<file path="src/rtl/i2c_instr_sequencer.sv">
// rtl/i2c_instr_sequencer.sv - walks instruction memory, decodes op|dev|reg|data words and
// drives I2C read/write commands; stops on END, last address, memory error, NACK or timeout.
module i2c_instr_sequencer #(
  parameter int ADDR_W         = 8,
  parameter int LAST_ADDR      = 255,
  parameter int TIMEOUT_CYCLES = 65535
) (
  input  logic              clk,
  input  logic              reset_n,
  input  logic              start,
  output logic [ADDR_W-1:0] reg_addr,
  input  logic [31:0]       read_data,
  input  logic [3:0]        error_code,
  output logic              cmd_valid,
  input  logic              cmd_ready,
  output logic              cmd_rw,
  output logic [7:0]        cmd_dev,
  output logic [7:0]        cmd_reg,
  output logic [7:0]        cmd_wdata,
  input  logic              rsp_valid,
  input  logic              rsp_nack,
  input  logic [7:0]        rsp_rdata,
  output logic              rd_data_valid,
  output logic [7:0]        rd_data,
  output logic              busy,
  output logic              done,
  output logic              fault,
  output logic [3:0]        fault_code
);

  localparam int                CNT_W   = $clog2(TIMEOUT_CYCLES + 1);
  localparam logic [ADDR_W-1:0] LAST_PC = ADDR_W'(LAST_ADDR);
  localparam logic [CNT_W-1:0]  CNT_MAX = CNT_W'(TIMEOUT_CYCLES);

  localparam logic [7:0] OP_NOP   = 8'h00;
  localparam logic [7:0] OP_READ  = 8'h01;
  localparam logic [7:0] OP_WRITE = 8'h02;
  localparam logic [7:0] OP_END   = 8'h03;

  localparam logic [3:0] FC_MEM     = 4'd1;
  localparam logic [3:0] FC_ILLEGAL = 4'd2;
  localparam logic [3:0] FC_NACK    = 4'd3;
  localparam logic [3:0] FC_TIMEOUT = 4'd4;

  typedef enum logic [2:0] {
    S_IDLE,
    S_FETCH,
    S_DECODE,
    S_ISSUE,
    S_WAIT_RSP,
    S_DONE,
    S_FAULT
  } state_t;

  state_t           state;
  logic [CNT_W-1:0] wait_cnt;
  logic [7:0]       op;
  logic             at_last;

  // reg_addr doubles as the program counter, so a fault leaves it on the offending word
  assign op      = read_data[31:24];
  assign at_last = (reg_addr == LAST_PC);

  always_ff @(posedge clk or negedge reset_n) begin
    if (!reset_n) begin
      state         <= S_IDLE;
      wait_cnt      <= '0;
      reg_addr      <= '0;
      cmd_valid     <= 1'b0;
      cmd_rw        <= 1'b0;
      cmd_dev       <= 8'h00;
      cmd_reg       <= 8'h00;
      cmd_wdata     <= 8'h00;
      rd_data_valid <= 1'b0;
      rd_data       <= 8'h00;
      busy          <= 1'b0;
      done          <= 1'b0;
      fault         <= 1'b0;
      fault_code    <= 4'd0;
    end else begin
      done          <= 1'b0;
      rd_data_valid <= 1'b0;
      case (state)
        S_IDLE, S_DONE, S_FAULT: begin
          if (start) begin
            reg_addr   <= '0;
            fault      <= 1'b0;
            fault_code <= 4'd0;
            busy       <= 1'b1;
            state      <= S_FETCH;
          end else if (state == S_DONE) begin
            state <= S_IDLE;
          end
        end
        S_FETCH: begin
          state <= S_DECODE;
        end
        S_DECODE: begin
          if (error_code != 4'd0) begin
            fault      <= 1'b1;
            fault_code <= FC_MEM;
            busy       <= 1'b0;
            state      <= S_FAULT;
          end else begin
            case (op)
              OP_NOP: begin
                if (at_last) begin
                  done  <= 1'b1;
                  busy  <= 1'b0;
                  state <= S_DONE;
                end else begin
                  reg_addr <= reg_addr + ADDR_W'(1);
                  state    <= S_FETCH;
                end
              end
              OP_READ, OP_WRITE: begin
                cmd_rw    <= (op == OP_READ);
                cmd_dev   <= read_data[23:16];
                cmd_reg   <= read_data[15:8];
                cmd_wdata <= read_data[7:0];
                cmd_valid <= 1'b1;
                state     <= S_ISSUE;
              end
              OP_END: begin
                done  <= 1'b1;
                busy  <= 1'b0;
                state <= S_DONE;
              end
              default: begin
                fault      <= 1'b1;
                fault_code <= FC_ILLEGAL;
                busy       <= 1'b0;
                state      <= S_FAULT;
              end
            endcase
          end
        end
        S_ISSUE: begin
          if (cmd_ready) begin
            cmd_valid <= 1'b0;
            wait_cnt  <= '0;
            state     <= S_WAIT_RSP;
          end
        end
        S_WAIT_RSP: begin
          if (rsp_valid) begin
            if (rsp_nack) begin
              fault      <= 1'b1;
              fault_code <= FC_NACK;
              busy       <= 1'b0;
              state      <= S_FAULT;
            end else begin
              if (cmd_rw) begin
                rd_data       <= rsp_rdata;
                rd_data_valid <= 1'b1;
              end
              if (at_last) begin
                done  <= 1'b1;
                busy  <= 1'b0;
                state <= S_DONE;
              end else begin
                reg_addr <= reg_addr + ADDR_W'(1);
                state    <= S_FETCH;
              end
            end
          end else if (wait_cnt == CNT_MAX) begin
            // counter already sat at the limit for one full cycle: give up
            fault      <= 1'b1;
            fault_code <= FC_TIMEOUT;
            busy       <= 1'b0;
            state      <= S_FAULT;
          end else begin
            wait_cnt <= wait_cnt + CNT_W'(1);
          end
        end
        default: begin
          state <= S_IDLE;
        end
      endcase
    end
  end

endmodule

</file>
<file path="config.mk">
export PLATFORM = sky130hd
export DESIGN_NAME = i2c_instr_sequencer
export DESIGN_NICKNAME = d
export VERILOG_FILES = /design/src/rtl/i2c_instr_sequencer.sv
export SDC_FILE = /design/constraint.sdc
export NUM_CORES = 1
export LEC_CHECK = 0
export ABC_AREA = 0
export CORE_MARGIN = 4
export CORE_UTILIZATION = 47
export CTS_CLUSTER_SIZE = 28
export DETAILED_ROUTE_END_ITERATION = 16
export PLACE_DENSITY_LB_ADDON = 0.1
export SYNTH_ARGS = -nofsm -noshare
export SYNTH_HDL_FRONTEND = slang
export SYNTH_SLANG_ARGS = --single-unit
</file>
<file path="constraint.sdc">
create_clock -name clk -period 2.28 [get_ports clk]
set_input_delay 0.456 -clock clk [delete_from_list [all_inputs] [get_ports clk]]
set_output_delay 0.456 -clock clk [all_outputs]
set_load 0.005 [all_outputs]
</file>
Word-level counts from Yosys, hierarchy flattened
Cells that the tools add are included.

Add/subtract/negate cells: 2. Multiply operators: 0. Div/mod/pow operators: 0. Order comparisons: 0. Eq/ne operators: 25. Shift operators: 0. Multiplexer cells: 57. Bitwise logic cells: 2. Reduce and logical (&&, ||, !) cells: 17.

Operators by type and width (count): 2-to-1 mux 16 bit (3); 2-to-1 mux 8 bit (6); one-hot mux 16 bit (2 select lines) (1); 2-to-1 mux 3 bit (8); 2-to-1 mux 4 bit (6); one-hot mux 8 bit (3 select lines) (1); 2-to-1 mux 1 bit (23); != test 2 bit (second input constant) (9); adder 16 x 1 -> 16 bit (second input constant) (1); equality test 16 bit (second input constant) (1); equality test 8 x 2 -> 1 bit (second input constant) (2); AND reduction 4 bit (4); != test 3 bit (second input constant) (5); one-hot mux 3 bit (5 select lines) (1); one-hot mux 4 bit (3 select lines) (1); equality test 3 bit (second input constant) (3); one-hot mux 3 bit (3 select lines) (1); adder 8 x 1 -> 8 bit (second input constant) (1); equality test 8 x 1 -> 1 bit (second input constant) (1); equality test 8 bit (second input constant) (1); zero test 8 bit (1); one-hot mux 1 bit (2 select lines) (4); equality test 3 x 2 -> 1 bit (second input constant) (2); one-hot mux 1 bit (3 select lines) (2); other kinds (12) (15).

Register bits after elaboration: 69. Latch bits: 0. Memory bits (writable): 0. ROM bits: 0. Input port bits: 50. Logic and storage cells: 117. Memories kept: 0.

Logic depth before layout (Yosys ltp)
Gate-level depths: netlist of the first run.

Word-level depth: 5. Gate-level depth with buffers: 7. Depth with buffers taken out: 6.

Least setup slack after synthesis of the first run
OpenSTA, ideal clock, no wires.

Path type: input port to flip-flop. Start point: input port error_code[1]. End point: register reg_addr[7]. Library setup time: 0.127 ns. Arrival: 1.905 ns. Data required time: 2.153 ns. Slack: 0.248 ns. Stages on the path: 5. Buffers on the path: 0. Cell sequence: nor4_4 nand3_2 o22a_2 or4_1 mux2_1.

Word-level cells in the longest chain between the ends: 3.

Ends and longest elaborated chain: start, declared (RTL line 13) `input logic [3:0] error_code,`; nonzero test 4 bit (RTL line 99) `if (error_code != 4'd0) begin`; != test 2 bit (no line); AND reduction 6 bit (no line); end signal, assigned (RTL line 112) `reg_addr <= reg_addr + ADDR_W'(1);`; end signal, assigned (RTL line 162) `reg_addr <= reg_addr + ADDR_W'(1);`; end, declared (RTL line 11) `output logic [ADDR_W-1:0] reg_addr,`.

Every way passes these cells. A chain may end at the register's enable or synchronous reset.

Final worst setup path of the first run
Same ends and word-level chain as after synthesis.

==> flow_summary.toml, run 1 <==
[run_status]
status = "finished, final reports clean"

[run]
maxCapViolCount = 0

[drt]
drtAntennaViolNets = 0
routedWlPerCell_um = 15.2
drt_iter0_markers = 98
drt_first_pass_iters = 4
drc = 0
drt_wl_total_mm = 8.25
viasPerCell = 5.27
routed-via-count = 2855

[setup_path]
cp_data_arrival_time_ps = 2380
cp-end-kind = "flop"
path_cells = "clkdlybuf4s50_1, nor4_4, nand3_2, o22a_2, or4_1, mux2_1"
worstPathMaxFanout = 2
crit_type = "in -> reg"
start_kind = "primary input"
required_ps = 2510
path_buf_inv = 1
cpMaxStageDelayCell = "clkdlybuf4s50_1"
max_stage_delay_ps = 440
critPathTopFamily = "simple AND/OR/NAND/NOR gates"

[clock_network]
cts_tree = "yes"
root_buffer = "clkbuf_8"
cts_num_sinks = 68
clk_latency_ps = 340
cts_buffers = 9
cts_resized = 0
h-tree-depth = 3
post_cts_hold_buffer_count = 0
cts_setup_buffers = 0
clkTransAtPathRegs_ps = 80
cts_buffer_depth = 2

[finish]
fin_nets = 493
postLayoutCoreUtil_pct = 71.3
fillers = 515
drive_above_1_share_pct = 24.4
layoutNonFillerInstCount = 542
registers.top_by_ff_count = "wait_cnt"
multi_input_area_um2 = 1560
ff_latch_area_um2 = 1700
layout_commonest_cell = "clkdlybuf4s50_1"
diodes = 0
syn_to_final_growth_pct = 45.6
final_cell_mix = "clkdlybuf4s50_1, dfrtp_1, buf_4, mux2_2, nand2_1"
largest_register_ff_count = 16

[floorplanning]
io_pins = 100
die-area_um2 = 8580
core_area_um2 = 6870
die_h_um = 92.6
die_width_um = 92.6
rows = 30
initial_core_util_pct = 49.0

[placed_design]
gp_congestion = 0.873
port_buffers = 98
dp_slack_ps = -240
placed_cells = 526
hpwl_mm = 6.12

[synthesis]
post-synth-top-area-fraction_pct = 50.6
yosys.cell_types.count = 58
ys_ff_latch = 68
ys_seq_area_share_pct = 50.6
yosysWarnings = 0
async_reset_ff_share_pct = 100
yosys.area.top_type = "dfrtp_1"
synth_area_per_cell_um2 = 11.1
syn-num-nets = 356
synthFlopType = "dfrtp_1"
synthCells = 304
synth-edff-count = 0
syn_area_um2 = 3370
ys_top_cells_by_area = "dfrtp_1, mux2_2, xnor2_1, nand2_1, o21ai_0"

[timing]
fin_worst_skew_ps = 11.7
setup_viol = 0
final_max_slew_viol_count = 0
period_share_pct = 94.6
rsz0062_at_grt = "false"
setup_slack_ps = 124
hold_violations = 0
fmaxAchievable_mhz = 464
fin_setup_tns_ps = 0
fin_crit_ps = 2160

[power_and_ir_drop]
leakage_uw = 0.00216
irDropWorstVdd_v = 0.000479
power_density_nw_per_um2 = 778

[global_route]
antenna_found_initial = 0
track_usage_pct = 20.6
grt_overflow = 0
grt_pass1_wl_mm = 14.0
grt_max_degree = 69
grt_pass1_vias = 2973

[hold_path]
hp-class = "in -> async"
[cells by family (layout without fill, tap and decap cells)]
group	count (synthesis)	count (layout)	synth area share (%)
AO/OA/AOI/OAI	57	57	11.1
XOR/XNOR	12	12	3.12
adder cells (fa/ha/maj)	2	2	0.743
buffers and inverters	19	161	3.09
flip-flops	68	68	50.6
multiplexers	37	37	12.3
other	1	1	0.111
AND/OR/NAND/NOR	108	108	19.0
[worst reg2reg max path: stages (launching register included)]
cell and delay, ps:
dfrtp_1 500, or3b_2 560, nor3_1 240, o22ai_1 130, buf_4 170, and4_1 200, o21a_1 170
[cell usage after synthesis, drive strengths merged (3+ instances only)]
cell / n
a21boi: 4
nor3: 7
nand2: 27
nand2b: 4
clkbuf: 3
nand4: 8
mux2: 36
nor2: 25
a31oi: 4
xnor2: 12
inv: 9
o21ai: 19
dfrtp: 68
nor4: 10
a21oi: 8
nand3: 7
nor4b: 3
buf: 7
o22ai: 4
o22a: 3
or2: 3
nor3b: 3
[final cells by class]
type | count | area share [%]
Tap cell | 96 | 2.45
Clock inverter | 7 | 1.53
Sequential cell | 68 | 34.7
Timing Repair Buffer | 136 | 26.2
Multi-Input combinational cell | 217 | 31.8
Inverter | 9 | 0.689
Clock buffer | 9 | 2.53
[power by group]
| part | internal [uW] | leakage, uW | total [uW] | switching (uW) |
|---|---|---|---|---|
| clock | 511 | 0.000104 | 998 | 488 |
| sequential | 1370 | 0.000926 | 1510 | 137 |
| combinational | 718 | 0.00113 | 1310 | 589 |
[metrics by stage]
stage,hold WS (ps),power [uW],area [um2]
floorplan,160,2140,3370
global placement,476,2810,4700
detailed placement,485,2840,4700
CTS,138,3850,4900
global route,142,4060,4900
finish,119,3810,4900
[per-layer routing]
| metal | wire (um) | share of wire (%) | GRT usage [%] | vias to the layer above |
|---|---|---|---|---|
| li1 | - | - | - | 1382 |
| met1 | 3480 | 42 | 25.4 | 1360 |
| met2 | 3850 | 47 | 32.4 | 97 |
| met3 | 765 | 9.3 | 8.29 | 16 |
| met4 | 161 | 2.0 | 8.30 | 0 |
| met5 | 0 | 0 | 0 | - |
[path summary, 6_finish.rpt]
kind                          endpoint  slack (ps)           from  cells after the start
setup / recovery           reg_addr[7]         120  error_code[1]                      6
hold / removal             reg_addr[3]         120        reset_n                      2
setup reg to reg           reg_addr[2]         200       state[0]                      6
hold reg to reg             cmd_dev[2]         510     cmd_dev[2]                      1
max in group asynchronous  wait_cnt[1]        1860        reset_n                      2
min in group clk            cmd_dev[2]         510     cmd_dev[2]                      1
(Power assumes the default switching activity.)
==> run 2, diff against run 1 <==
- CORE_ASPECT_RATIO: unset -> 2
==> flow_summary.toml, run 2 (synthesis results as in run 1) <==
[clock_network]
root_buffer = "clkbuf_16"
clk_latency_ps = 330
clkTransAtPathRegs_ps = 50
cts_num_sinks = 68
post_cts_hold_buffer_count = 0
cts_buffer_depth = 2
h-tree-depth = 3
cts_buffers = 9
cts_tree = "yes"

[floorplanning]
die_h_um = 128
initial_core_util_pct = 48.5
die_width_um = 67.8
core_area_um2 = 6940
rows = 43
io_pins = 100
die-area_um2 = 8660

[setup_path]
max_stage_delay_ps = 570
start_kind = "primary input"
cpMaxStageDelayCell = "clkdlybuf4s50_1"
cp_data_arrival_time_ps = 2410
required_ps = 2490
cp-end-kind = "flop"
path_cells = "clkdlybuf4s50_1, nand2b_1, o21ai_0, a21oi_1, or4_1, mux2_1"
reg2reg_slack_ps = 140
crit_start = "rsp_valid"
rr_startpoint = "reg_addr[1]"
rr_endpoint = "reg_addr[7]"
reg2reg_depth = 6
crit_type = "in -> reg"
worstPathMaxFanout = 4

[drt]
routedWlPerCell_um = 17.3
viasPerCell = 5.49
drtAntennaViolNets = 0
routed-via-count = 2957
dr.max_layer_used = "met4"
wl_met3_um = 376
drt_first_pass_iters = 5
m1WireLength_mm = 3.07
wl_met2_mm = 5.48
drc = 0
drt_iter0_markers = 176
drt_wl_total_mm = 9.33

[timing]
fmaxAchievable_mhz = 454
period_share_pct = 96.7
final_max_slew_viol_count = 0
worstMarginPinSlew_ps = 563
fin_worst_skew_ps = 4.16
fin_setup_tns_ps = 0
hold_violations = 0
fin_crit_ps = 2200
rsz0062_at_grt = "false"
max_slew_margin_pct = 62.1
hold_ws_ps = 160
setup_viol = 0

[power_and_ir_drop]
irDropWorstVdd_v = 0.000641
power_density_nw_per_um2 = 871
leakage_uw = 0.00222

[placed_design]
port_buffers = 98
hpwl_mm = 6.92
gp_congestion = 0.844

[global_route]
grt_max_degree = 69
track_usage_pct = 23.2
grt_overflow = 0
antenna_found_initial = 0
grt_pass1_wl_mm = 14.8
grt_pass1_vias = 3079

[finish]
final_cell_mix = "clkdlybuf4s50_1, dfrtp_1, buf_4, mux2_2, nand2_1"
diodes = 0
largest_register_ff_count = 16
fin_nets = 496
registers.top_by_ff_count = "wait_cnt"
layout_commonest_cell = "clkdlybuf4s50_1"
syn_to_final_growth_pct = 49.9
drive_above_1_share_pct = 24.9
postLayoutCoreUtil_pct = 72.7

[run]
maxCapViolCount = 0

[run_status]
status = "finished, final reports clean"

[hold_path]
hp-class = "in -> async"
## run 2: cell count changes in the layout (fill, tap and decap cells not counted)
cell,before,now
buf_4,36,39
bufinv_16,1,2
clkbuf_1,0,2
clkbuf_16,0,9
clkbuf_8,9,1
clkinv_2,2,1
clkinv_4,3,0
clkinvlp_4,0,1
dfrtp_1,68,67
dfrtp_2,0,1
inv_6,1,0
nor4b_1,2,1
nor4b_2,1,2
## run 2: worst max-delay path, delay by kind of cell
kind | cells | cell delay (ps)
simple gates | 2 | 670
buf+inv | 1 | 570
compound gates | 2 | 400
mux | 1 | 320
## run 2: worst max path at each step
stage,end,cells after the start
floorplan,reg_addr[7],5
global placement,fault_code[2],6
detailed placement,reg_addr[7],6
CTS,wait_cnt[6],8
global route,reg_addr[7],6
finish,reg_addr[7],6
## run 2: through the flow
stage	power, uW	cell area, um2	setup slack, ps	instances
after global routing	4610	5040	5.87	539
after CTS	4420	5040	81.4	539
after detailed placement	2910	4720	-220	523
after floorplan	2140	3370	248	304
final	4390	5040	75.6	539
after global placement	2890	4720	-210	523
## run 2: final cells by class
type / count / area, um2
Clock inverter: 4 / 72.6
Timing Repair Buffer: 139 / 1310
Clock buffer: 12 / 246
Tap cell: 90 / 113
Multi-Input combinational cell: 217 / 1570
Inverter: 9 / 33.8
Sequential cell: 68 / 1700
Fill cell: 501 / 1900
## run 2: per-layer routing
layer / GRT usage, % / vias to the layer above
li1: - / 1383
met4: 11.8 / 0
met5: 0 / -
met3: 4.47 / 32
met2: 43.3 / 107
met1: 22.9 / 1435
## run 2: where the power goes
part | internal [uW] | total (uW) | switching (uW)
clock | 986 | 1480 | 499
combinational | 752 | 1380 | 631
sequential | 1380 | 1530 | 151
total | 3110 | 4390 | 1280
## run 2: repair_timing
| item | 4_1_cts | 5_1_grt |
|---|---|---|
| setup buffers | 0 | 0 |
| resized for setup | 0 | 2 |
| endpoints found under the setup margin | 0 | 9 |
==> run 3, diff against run 2 <==
- HOLD_SLACK_MARGIN: unset -> 0.06
==> results of run 3 <==
Same layout as run 2: the final DEF is identical, and so are final timing and power.
